===== src/rtl/mips_pkg.sv =====
// Shared MIPS core definitions: opcode field, opcodes, NOP encoding, fetch FSM states.
package mips_pkg;

  localparam int OPCODE_W = 6;

  localparam logic [OPCODE_W-1:0] OP_RTYPE = 6'b000000;
  localparam logic [OPCODE_W-1:0] OP_LW    = 6'b100011;
  localparam logic [OPCODE_W-1:0] OP_SW    = 6'b101011;
  localparam logic [OPCODE_W-1:0] OP_BEQ   = 6'b000100;
  localparam logic [OPCODE_W-1:0] OP_JUMP  = 6'b000010;
  localparam logic [OPCODE_W-1:0] OP_ADDI  = 6'b001000;

  localparam logic [31:0] INSTR_NOP = 32'h0000_0000;

  typedef enum logic [1:0] {
    FS_IDLE  = 2'd0,
    FS_FETCH = 2'd1,
    FS_HOLD  = 2'd2,
    FS_DRAIN = 2'd3
  } fetch_state_e;

  function automatic logic [31:0] word_align(input logic [31:0] addr);
    return addr & 32'hFFFF_FFFC;
  endfunction

endpackage


===== src/rtl/fetch_skid_buffer.sv =====
// One-entry holding register for a fetched word (and its PC+4) that arrives while IF/ID is blocked.
module fetch_skid_buffer
  import mips_pkg::*;
(
  input  logic        clk,
  input  logic        reset,
  input  logic        i_load,
  input  logic        i_drain,
  input  logic        i_flush,
  input  logic [31:0] i_data,
  input  logic [31:0] i_pcp4,
  output logic        o_valid,
  output logic [31:0] o_data,
  output logic [31:0] o_pcp4
);

  logic        r_valid;
  logic [31:0] r_data;
  logic [31:0] r_pcp4;

  // Flush beats load so a word captured in a redirect cycle never survives.
  always_ff @(posedge clk or posedge reset) begin
    if (reset) begin
      r_valid <= 1'b0;
      r_data  <= INSTR_NOP;
      r_pcp4  <= 32'h0;
    end else begin
      if (i_flush)
        r_valid <= 1'b0;
      else if (i_load)
        r_valid <= 1'b1;
      else if (i_drain)
        r_valid <= 1'b0;

      if (i_load && !i_flush) begin
        r_data <= i_data;
        r_pcp4 <= i_pcp4;
      end
    end
  end

  assign o_valid = r_valid;
  assign o_data  = r_data;
  assign o_pcp4  = r_pcp4;

endmodule


===== src/rtl/instr_fetch_unit.sv =====
// MIPS fetch stage: PC, imem request/ready handshake, skid buffer and IF/ID register.
// Optional performance counters are built when IFU_PERF_CNT_EN is defined.
module instr_fetch_unit
  import mips_pkg::*;
#(
  parameter logic [31:0] RESET_PC = 32'h0000_0000
) (
  input  logic                clk,
  input  logic                reset,
  output logic                ImemReq,
  output logic [31:0]         ImemAddr,
  input  logic                ImemReady,
  input  logic [31:0]         ImemData,
  input  logic                Stall,
  input  logic                Redirect,
  input  logic [31:0]         RedirectPC,
  output logic [31:0]         InstrOut,
  output logic [31:0]         PCPlus4Out,
  output logic [OPCODE_W-1:0] Opcode,
  output logic                InstrValid
`ifdef IFU_PERF_CNT_EN
  ,
  output logic [31:0]         FetchCount,
  output logic [31:0]         StallCount,
  output logic [31:0]         FlushCount
`endif
);

  localparam logic [31:0] RESET_PC_ALIGNED = RESET_PC & 32'hFFFF_FFFC;

  fetch_state_e r_state;
  logic         r_imem_req;
  logic [31:0]  r_pc;
  logic [31:0]  r_req_addr;
  logic [31:0]  r_instr;
  logic [31:0]  r_pcp4;
  logic         r_valid;

  logic         w_blocked;
  logic         w_skid_load;
  logic         w_skid_drain;
  logic         w_skid_valid;
  logic [31:0]  w_skid_data;
  logic [31:0]  w_skid_pcp4;
  logic [31:0]  w_redirect_pc;
  logic [31:0]  w_pc_plus4;
  logic [31:0]  w_req_plus4;

  assign w_blocked     = r_valid && Stall;
  assign w_redirect_pc = word_align(RedirectPC);
  assign w_pc_plus4    = r_pc + 32'd4;
  assign w_req_plus4   = r_req_addr + 32'd4;

  assign w_skid_load  = (r_state == FS_FETCH) && ImemReady && w_blocked && !Redirect;
  assign w_skid_drain = (r_state == FS_HOLD) && !Stall && w_skid_valid && !Redirect;

  fetch_skid_buffer u_skid (
    .clk     (clk),
    .reset   (reset),
    .i_load  (w_skid_load),
    .i_drain (w_skid_drain),
    .i_flush (Redirect),
    .i_data  (ImemData),
    .i_pcp4  (w_req_plus4),
    .o_valid (w_skid_valid),
    .o_data  (w_skid_data),
    .o_pcp4  (w_skid_pcp4)
  );

  // ImemReq/ImemAddr only change when a request completes or none is up, so a request is never withdrawn.
  always_ff @(posedge clk or posedge reset) begin
    if (reset) begin
      r_state    <= FS_IDLE;
      r_imem_req <= 1'b0;
      r_pc       <= RESET_PC_ALIGNED;
      r_req_addr <= RESET_PC_ALIGNED;
      r_instr    <= INSTR_NOP;
      r_pcp4     <= 32'h0;
      r_valid    <= 1'b0;
    end else if (Redirect) begin
      r_valid <= 1'b0;
      r_pc    <= w_redirect_pc;
      unique case (r_state)
        FS_FETCH: begin
          if (ImemReady)
            r_req_addr <= w_redirect_pc;
          else
            r_state <= FS_DRAIN;
        end
        FS_DRAIN: begin
          if (ImemReady) begin
            r_state    <= FS_FETCH;
            r_req_addr <= w_redirect_pc;
          end
        end
        default: begin
          r_state    <= FS_FETCH;
          r_imem_req <= 1'b1;
          r_req_addr <= w_redirect_pc;
        end
      endcase
    end else begin
      unique case (r_state)
        FS_IDLE: begin
          r_state    <= FS_FETCH;
          r_imem_req <= 1'b1;
          r_req_addr <= r_pc;
        end
        FS_FETCH: begin
          if (ImemReady) begin
            r_pc <= w_pc_plus4;
            if (!w_blocked) begin
              r_instr    <= ImemData;
              r_pcp4     <= w_req_plus4;
              r_valid    <= 1'b1;
              r_req_addr <= w_pc_plus4;
            end else begin
              r_state    <= FS_HOLD;
              r_imem_req <= 1'b0;
            end
          end else if (!w_blocked) begin
            r_valid <= 1'b0;
          end
        end
        FS_HOLD: begin
          if (w_skid_drain) begin
            r_instr    <= w_skid_data;
            r_pcp4     <= w_skid_pcp4;
            r_valid    <= 1'b1;
            r_state    <= FS_FETCH;
            r_imem_req <= 1'b1;
            r_req_addr <= r_pc;
          end
        end
        FS_DRAIN: begin
          if (ImemReady) begin
            r_state    <= FS_FETCH;
            r_req_addr <= r_pc;
          end
        end
      endcase
    end
  end

  assign ImemReq    = r_imem_req;
  assign ImemAddr   = r_req_addr;
  assign InstrOut   = r_instr;
  assign PCPlus4Out = r_pcp4;
  assign Opcode     = r_instr[31:26];
  assign InstrValid = r_valid;

`ifdef IFU_PERF_CNT_EN
  logic        w_ifid_load;
  logic [31:0] r_fetch_cnt;
  logic [31:0] r_stall_cnt;
  logic [31:0] r_flush_cnt;

  assign w_ifid_load = ((r_state == FS_FETCH) && ImemReady && !w_blocked && !Redirect) || w_skid_drain;

  always_ff @(posedge clk or posedge reset) begin
    if (reset) begin
      r_fetch_cnt <= 32'h0;
      r_stall_cnt <= 32'h0;
      r_flush_cnt <= 32'h0;
    end else begin
      if (w_ifid_load)
        r_fetch_cnt <= r_fetch_cnt + 32'd1;
      if (w_blocked)
        r_stall_cnt <= r_stall_cnt + 32'd1;
      if (Redirect)
        r_flush_cnt <= r_flush_cnt + 32'd1;
    end
  end

  assign FetchCount = r_fetch_cnt;
  assign StallCount = r_stall_cnt;
  assign FlushCount = r_flush_cnt;
`endif

endmodule


===== config.mk =====
export PLATFORM = sky130hd
export DESIGN_NAME = instr_fetch_unit
export DESIGN_NICKNAME = d
export VERILOG_FILES = /design/src/rtl/mips_pkg.sv /design/src/rtl/fetch_skid_buffer.sv /design/src/rtl/instr_fetch_unit.sv
export SDC_FILE = /design/constraint.sdc
export NUM_CORES = 1
export LEC_CHECK = 0
export ABC_AREA = 0
export CORE_MARGIN = 2
export CORE_UTILIZATION = 51
export DETAILED_ROUTE_END_ITERATION = 10
export GPL_TIMING_DRIVEN = 0
export PLACE_DENSITY = 0.76
export SYNTH_ARGS = -nofsm -noshare
export SYNTH_HDL_FRONTEND = slang
export SYNTH_SLANG_ARGS = --single-unit

===== constraint.sdc =====
create_clock -name clk -period 15.3 [get_ports clk]
set_input_delay 1.53 -clock clk [delete_from_list [all_inputs] [get_ports clk]]
set_output_delay 1.53 -clock clk [all_outputs]
set_load 0.05 [all_outputs]

==> results.ini, run 1 <==
[clock_network]
numCtsBuffers = 17
cts_htree_levels = 4
cts_setup_buffers = 0
quantity_of_hold_fixing_buffers_added_after_cts = 0
post_cts.resized_instances = 0
cts_buffer_depth = 2
cts_num_sinks = 192
cts_tree = built
clk_pin_slew_worst_paths_ns = 0.07
clock_latency_ns = 0.44
clock_tree.root_cell = sky130_fd_sc_hd__clkbuf_16

[setup_path]
crit_path_max_fanout = 10
worst_path_arrival_ns = 3.80
setup.worst_path.start = Stall
critical_path_required_ns = 15.65
r2r_slack_ns = 12.88
worst_r2r_start = r_pc[2]$_DFFE_PP0N_
worst_r2r_path_cells = 7
criticalPathCategory = in2reg
cp-end-kind = flip-flop
timing.critical_path.to = ImemAddr[28]$_DFFE_PP0P_
reg2reg_to = ImemAddr[24]$_DFFE_PP0P_
start_kind = input port

[synth]
syn_area_per_cell_sq_um = 8.73
async_reset_ff_frac = 1.00
netlist-cell-type-count = 63
synth_warnings = 0
synth_compound_gate_area_share = 0.136
syn_area_sq_um = 9970
synthMuxAreaShare = 0.0138
yosys.area_share.xor_xnor = 0.0641
synth_top_family_by_area = simple AND/OR/NAND/NOR gates
synth_fp_nets = 1214
synth.top_cell.area_share = 0.482
primary_ff_master_synth = sky130_fd_sc_hd__dfrtp_1
synthSimpleGateAreaFrac = 0.252
synthDominantAreaCellType = sky130_fd_sc_hd__dfrtp_1
synth-adder-area-share = 0.00251
number_of_enable_type_register_cells_in_the_synthesized_netlist = 0
synth-seq-cells = 192
mapped_cells = 1143
yosysSeqAreaShare = 0.482
synth.top_cells.by_area = sky130_fd_sc_hd__dfrtp_1 (48%), sky130_fd_sc_hd__nand2_1 (11%), sky130_fd_sc_hd__xor2_1 (4.0%)

[finish]
area.sequential_sq_um = 4800
finished_cell_area_sq_um = 12700
diodes = 0
final_nets = 1403
multi_input_comb_area_sq_um = 4670
number_of_inserted_filler_cells_in_the_final_layout = 1617
syn2layout_area_growth_pct = 27.2
drive_gt1_frac = 0.0870

[pwr]
power.switching_fraction = 0.380
internal-power_mw = 1.10
pwr-share-clk = 0.277
p_comb_frac = 0.332
post-layout-total-power_mw = 1.78
power.density_cell_area_nw_per_um2 = 141
max-vdd-ir-drop_mv = 0.0812
total_switching_power_mw = 0.678
leakage_nw = 5.40
proportion_of_power_drawn_by_flip_flops_and_latches = 0.391

[routing]
routed_via_density = 5.67
drt-pass1-iter-count = 5
postRouteWirelength_um = 29300
num_vias = 9121
postRouteAntennaNets = 0
drt_iter0_drc = 746
drcViolationCount = 0
detail_route.wl_per_cell_um = 18.2

[die]
std_cell_rows = 51
fp.dieW_um = 144
pin_count = 173
core_area_sq_um = 19300
die_area_sq_um = 20700
die_height_um = 144
initial_core_util = 0.516

[sta]
worst_clock_skew_ns = 0.0142
timing_hold_violations_final = 0
finalMaxSlewViolations = 0
period_minus_slack_ns = 3.45
setup_violations = 0
grt_setup_unrepaired = no
layout_worst_path_cycle_share = 0.225
fin_worst_hold_slack_ns = 0.475
tightestPinTransition_ns = 0.723
relSlewSlack = 0.516
max_freq_mhz = 290
layout_setup_ws_ns = 11.85
totalNegativeSetupSlack_ns = 0

[worst_hold_path]
hold_path_class = reg2reg

[placed_design]
place.port_buffers = 169
worst_setup_slack_before_clock_tree_synthesis_ns = 11.44
post_dp_cell_area_sq_um = 12000
detailed_place_hpwl_um = 21200
gp_congestion = 0.939

[job]
max-cap-violations = 0

[global_route]
track_usage = 0.291
grt_start_max_net_pins = 107
first_global_vias = 8568
global_route.overflow_total = 0
number_of_antenna_violations_at_the_first_check_in_global_routing = 0
grt_pass1_wl_um = 45900

[run_status]
status = finished, final reports clean

## worst max-delay path: stages
cell	delay, ns
sky130_fd_sc_hd__clkdlybuf4s50_1	0.50
sky130_fd_sc_hd__nor2b_1	0.35
sky130_fd_sc_hd__a22oi_4	0.17
sky130_fd_sc_hd__nor3_4	0.34
sky130_fd_sc_hd__nand2_1	0.36
sky130_fd_sc_hd__buf_2	0.33
sky130_fd_sc_hd__o211ai_1	0.20
## Yosys cell counts (3+ instances only)
cell,number
sky130_fd_sc_hd__a21boi_0,5
sky130_fd_sc_hd__mux2i_1,7
sky130_fd_sc_hd__nor4_1,4
sky130_fd_sc_hd__xor2_1,46
sky130_fd_sc_hd__a211oi_2,7
sky130_fd_sc_hd__xnor2_1,27
sky130_fd_sc_hd__buf_4,13
sky130_fd_sc_hd__nand3b_1,3
sky130_fd_sc_hd__nand2_1,299
sky130_fd_sc_hd__buf_1,3
sky130_fd_sc_hd__nor3_1,18
sky130_fd_sc_hd__a31oi_1,41
sky130_fd_sc_hd__buf_6,4
sky130_fd_sc_hd__mux2_2,6
sky130_fd_sc_hd__nand3_1,39
sky130_fd_sc_hd__o22a_1,3
sky130_fd_sc_hd__o22ai_1,7
sky130_fd_sc_hd__dfrtp_1,192
sky130_fd_sc_hd__buf_2,29
sky130_fd_sc_hd__nor2_1,101
sky130_fd_sc_hd__o211ai_1,14
sky130_fd_sc_hd__o21ai_1,10
sky130_fd_sc_hd__nand3_2,3
sky130_fd_sc_hd__a32oi_1,4
sky130_fd_sc_hd__o21ai_0,68
sky130_fd_sc_hd__nor4_4,4
sky130_fd_sc_hd__nand2b_1,9
sky130_fd_sc_hd__a21oi_1,24
sky130_fd_sc_hd__and3_1,10
sky130_fd_sc_hd__or3_1,4
sky130_fd_sc_hd__inv_1,12
sky130_fd_sc_hd__nand4_1,30
sky130_fd_sc_hd__a21o_1,7
sky130_fd_sc_hd__o31ai_1,7
sky130_fd_sc_hd__clkbuf_1,41
sky130_fd_sc_hd__o21ai_2,4
## routing by layer
metal	vias up	GRT usage	part of all wire
met1	4366	0.408	0.43
met4	0	0.102	0.028
met3	63	0.0490	0.073
li1	4275	-	-
met2	417	0.458	0.47
met5	-	0	0
## area by class of cell
type / count / share of cell area
buffer: 90 / 0.0357
clock buffer: 19 / 0.0357
clock inverter: 13 / 0.0157
inverter: 13 / 0.00444
multi-input combinational: 848 / 0.368
sequential: 192 / 0.379
tap: 265 / 0.0261
timing repair buffer: 170 / 0.136
## layout by cell type (no fill, tap or decap), drive strengths merged, types with 3 or more instances in the layout
cell type / count
o22a: 3
o22ai: 7
mux2: 6
nor4: 9
xnor2: 27
o211ai: 14
o31ai: 7
nand2: 299
a31oi: 41
dfrtp: 192
inv: 17
a21boi: 7
a211oi: 8
a21o: 7
and3: 10
clkdlybuf4s50: 169
or3: 4
nor2: 101
buf: 50
nand3: 43
nor2b: 4
nand2b: 9
mux2i: 7
nand3b: 4
clkinv: 3
o21ai: 82
bufinv: 4
a32oi: 4
nand4: 32
clkbuf: 60
xor2: 46
a21oi: 24
nor3: 21
## flip-flops by register name, summed over array words and instances (netlist names)
name / cells
InstrOut: 32
u_skid.o_data: 32
ImemAddr: 31
PCPlus4Out: 31
u_skid.o_pcp4: 31
r_pc: 30
r_state: 2
ImemReq: 1
InstrValid: 1
u_skid.o_valid: 1
## power by group through the flow
| stage | logic (mW) | registers, mW | clock network, mW |
|---|---|---|---|
| finish | 0.592 | 0.696 | 0.494 |
| global placement | 0.580 | 0.700 | 0 |
| CTS | 0.592 | 0.694 | 0.497 |
| detailed placement | 0.590 | 0.703 | 0 |
| global route | 0.631 | 0.708 | 0.519 |
| floorplan | 0.203 | 0.876 | 0 |
## cell families (layout without fill, tap and decap cells)
group / after synthesis / in the layout
fa+ha+maj: 2 / 2
buf+inv: 103 / 305
simple gates: 547 / 547
mux: 13 / 13
xor+xnor: 73 / 73
compound gates: 213 / 213
flops: 192 / 192
## worst min-delay path by stage
stage	startpoint	end	slack [ns]	cells past startpoint
after floorplan	u_skid.o_pcp4[18]$_DFFE_PP0P_	u_skid.o_pcp4[18]$_DFFE_PP0P_	0.44	2
after global placement	u_skid.o_data[8]$_DFFE_PP0P_	u_skid.o_data[8]$_DFFE_PP0P_	0.46	2
after detailed placement	u_skid.o_pcp4[1]$_DFFE_PP0P_	u_skid.o_pcp4[1]$_DFFE_PP0P_	0.46	2
after CTS	u_skid.o_pcp4[1]$_DFFE_PP0P_	u_skid.o_pcp4[1]$_DFFE_PP0P_	0.48	2
after global routing	u_skid.o_data[23]$_DFFE_PP0P_	u_skid.o_data[23]$_DFFE_PP0P_	0.50	2
final	u_skid.o_data[24]$_DFFE_PP0P_	u_skid.o_data[24]$_DFFE_PP0P_	0.47	2
## per-stage QoR
stage                     utilization  cells
after detailed placement        0.622   1578
after floorplan                     -   1143
after CTS                       0.656   1610
final                           0.656   1610
after global routing            0.656   1610
after global placement          0.620   1577
(Power assumes the default switching activity.)
==> run 2, diff against run 1 <==
--- a/config.mk
+++ b/config.mk
@@ -7,10 +7,10 @@
 export LEC_CHECK = 0
 export ABC_AREA = 0
 export CORE_MARGIN = 2
-export CORE_UTILIZATION = 51
+export CORE_UTILIZATION = 48
 export DETAILED_ROUTE_END_ITERATION = 10
 export GPL_TIMING_DRIVEN = 0
-export PLACE_DENSITY = 0.76
+export PLACE_DENSITY = 0.75
 export SYNTH_ARGS = -nofsm -noshare
 export SYNTH_HDL_FRONTEND = slang
 export SYNTH_SLANG_ARGS = --single-unit
==> constraint.sdc (replaced) <==
create_clock -name clk -period 3.1 [get_ports clk]
set_input_delay 0.31 -clock clk [delete_from_list [all_inputs] [get_ports clk]]
set_output_delay 0.31 -clock clk [all_outputs]
set_load 0.05 [all_outputs]
==> run 2 against run 1 <==
Compared with the run above: first-iteration DRC count is 26% higher; final cell count is 0.62% higher; sequential cell count is the same; sequential share of layout area about the same; global-route usage is 1.8 points lower; largest power group unchanged; largest cell class unchanged; setup slack got worse by 11 ns; via count is essentially flat; critical path depth fell by 1; wire length up 1.3%; clock-buffer cell count fell by 2; register-to-register slack got worse by 12 ns.
==> results.ini, run 2 (synthesized netlist as in run 1, its figures left out) <==
[routing]
drcViolationCount = 0  ; unchanged
num_vias = 9127  ; was 9,121
routed_via_density = 5.63  ; was 5.67
postRouteAntennaNets = 0  ; unchanged
drt-pass1-iter-count = 5  ; unchanged
postRouteWirelength_um = 29600  ; was 29,300 um
detail_route.wl_per_cell_um = 18.3  ; was 18.2 um
drt_iter0_drc = 937  ; was 746

[sta]
max_freq_mhz = 400
grt_setup_unrepaired = no  ; unchanged
period_minus_slack_ns = 2.50
tightestPinTransition_ns = 0.753  ; was 0.723 ns
layout_worst_path_cycle_share = 0.806
layout_setup_ws_ns = 0.603  ; was 11.85 ns
timing_hold_violations_final = 0  ; unchanged
finalMaxSlewViolations = 0  ; unchanged
relSlewSlack = 0.496  ; was 0.516
worst_clock_skew_ns = 0.0172  ; was 0.0142 ns
setup_violations = 0  ; unchanged

[pwr]
power.density_cell_area_nw_per_um2 = 673  ; was 141 nW/um^2
max-vdd-ir-drop_mv = 0.396  ; was 0.0812 mV
pwr-share-clk = 0.254  ; was 0.277
internal-power_mw = 5.18  ; was 1.10 mW
proportion_of_power_drawn_by_flip_flops_and_latches = 0.401  ; was 0.391
total_switching_power_mw = 3.36  ; was 0.678 mW
post-layout-total-power_mw = 8.54  ; was 1.78 mW
power.switching_fraction = 0.394  ; was 0.380
p_comb_frac = 0.345  ; was 0.332
leakage_nw = 5.40  ; about the same

[clock_network]
clock_latency_ns = 0.44  ; about the same
post_cts.resized_instances = 0  ; unchanged
cts_buffer_depth = 2  ; unchanged
clk_pin_slew_worst_paths_ns = 0.07  ; about the same
cts_tree = built  ; unchanged
cts_setup_buffers = 0  ; unchanged
cts_htree_levels = 4  ; unchanged
clock_tree.root_cell = sky130_fd_sc_hd__clkbuf_16  ; unchanged
cts_num_sinks = 192  ; unchanged
quantity_of_hold_fixing_buffers_added_after_cts = 0  ; unchanged
numCtsBuffers = 17  ; unchanged

[finish]
mostFrequentLayoutCells = sky130_fd_sc_hd__nand2_1 (299), sky130_fd_sc_hd__dfrtp_1 (192), sky130_fd_sc_hd__clkdlybuf4s50_1 (169)  ; unchanged
syn2layout_area_growth_pct = 27.2  ; about the same
stdcell_count = 1620  ; was 1,610
number_of_inserted_filler_cells_in_the_final_layout = 1725  ; was 1,617
layout.core_utilization = 0.625  ; was 0.656
final_nets = 1407  ; was 1,403
layout.cells.most_common = sky130_fd_sc_hd__nand2_1  ; unchanged
drive_gt1_frac = 0.0897  ; was 0.0870
finished_cell_area_sq_um = 12700  ; about the same

[setup_path]
cp-end-kind = flip-flop  ; unchanged
reg2reg_to = u_skid.o_pcp4[21]$_DFFE_PP0P_  ; was ImemAddr[24]$_DFFE_PP0P_
criticalPathCategory = reg2reg  ; was in2reg
r2r_slack_ns = 0.60  ; was 12.88 ns
crit_path_top_delay_cell = sky130_fd_sc_hd__nor3b_2  ; was sky130_fd_sc_hd__clkdlybuf4s50_1
critical_path_required_ns = 3.41  ; was 15.65 ns
crit_path_max_fanout = 10  ; unchanged
cp_num_buf_inv = 2  ; unchanged
worst_r2r_start = r_state[1]$_DFFE_PP0P_  ; was r_pc[2]$_DFFE_PP0N_
start_kind = flip-flop  ; was input port
crit_path_cell_trace = buf_2 -> nor3b_2 -> nand4_2 -> clkbuf_1 -> nor3_1 -> nor2_1  ; was clkdlybuf4s50_1 -> nor2b_1 -> a22oi_4 -> nor3_4 -> nand2_1 -> buf_2 -> o211ai_1
worst_path_arrival_ns = 2.81  ; was 3.80 ns
slowest_delay_ns = 0.64  ; was 0.50 ns
path_delay_family = simple AND/OR/NAND/NOR gates  ; unchanged
worst_r2r_path_cells = 6  ; was 7

[placed_design]
place.detailed.instances = 1587  ; was 1,578
post_dp_cell_area_sq_um = 12100  ; was 12,000 sq um
worst_setup_slack_before_clock_tree_synthesis_ns = 0.387  ; was 11.44 ns
place.port_buffers = 169  ; unchanged
detailed_place_hpwl_um = 21800  ; was 21,200 um
gp_congestion = 0.936  ; was 0.939

[die]
std_cell_rows = 52  ; was 51
pin_count = 173  ; unchanged
fp.dieW_um = 148  ; was 144 um
die_height_um = 148  ; was 144 um
die_area_sq_um = 21900  ; was 20,700 sq um
core_area_sq_um = 20300  ; was 19,300 sq um
initial_core_util = 0.491  ; was 0.516

[global_route]
number_of_antenna_violations_at_the_first_check_in_global_routing = 1  ; was 0
global_route.overflow_total = 0  ; unchanged
track_usage = 0.272  ; was 0.291
grt_start_max_net_pins = 43  ; was 107
grt_pass1_wl_um = 47000  ; was 45,900 um
first_global_vias = 8519  ; was 8,568

[worst_hold_path]
hold_path_class = in2async  ; was reg2reg

[run_status]
status = finished, final reports clean  ; unchanged

[job]
max-cap-violations = 0  ; unchanged

run 2: worst max path at each step:
stage	from	endpoint	slack (ns)	cells after the start
floorplan	reset	ImemAddr[10]$_DFFE_PP0P_	0.31	1
global placement	reset	u_skid.o_data[4]$_DFFE_PP0P_	-1.29	2
detailed placement	Stall	PCPlus4Out[13]$_DFFE_PP0P_	0.39	7
CTS	r_state[1]$_DFFE_PP0P_	u_skid.o_pcp4[21]$_DFFE_PP0P_	0.62	6
global route	r_state[1]$_DFFE_PP0P_	u_skid.o_pcp4[21]$_DFFE_PP0P_	0.57	6
finish	r_state[1]$_DFFE_PP0P_	u_skid.o_pcp4[21]$_DFFE_PP0P_	0.60	6
run 2: routing by layer:
layer | track usage | up-vias | share of wire
met5 | 0 | - | 0
met2 | 0.444 | 318 | 0.49
li1 | - | 4284 | -
met3 | 0.0426 | 38 | 0.060
met1 | 0.386 | 4487 | 0.44
met4 | 0.0633 | 0 | 0.016
run 2: tightest hold or removal path, stage by stage:
cell	delay (ns)
sky130_fd_sc_hd__clkdlybuf4s50_1	0.44
sky130_fd_sc_hd__clkinvlp_4	0.10
sky130_fd_sc_hd__buf_12	0.24
run 2: layout make-up:
| cell class | count | area, sq um | share of cell area |
|---|---|---|---|
| timing repair buffer | 174 | 1790 | 0.141 |
| inverter | 13 | 52.6 | 0.00414 |
| buffer | 90 | 453 | 0.0357 |
| antenna | 1 | 2.50 | 0.000197 |
| clock buffer | 17 | 425 | 0.0335 |
| clock inverter | 15 | 148 | 0.0116 |
| multi-input combinational | 848 | 4670 | 0.368 |
| sequential | 192 | 4800 | 0.379 |
| tap | 270 | 338 | 0.0266 |
run 2: power groups by stage:
stage               clock (mW)  combinational (mW)  sequential [mW]
floorplan                    0                1.00             4.32
global placement             0                2.88             3.45
detailed placement           0                2.94             3.47
CTS                       2.19                2.95             3.42
global route              2.30                3.13             3.49
finish                    2.17                2.94             3.43
run 2: through the flow:
step	hold WS, ns	setup TNS [ns]
2_1_floorplan	0.415	0
3_3_place_gp	0.456	-244.95
3_5_place_dp	0.462	0
4_1_cts	0.292	0
5_1_grt	0.298	0
6_report	0.288	0
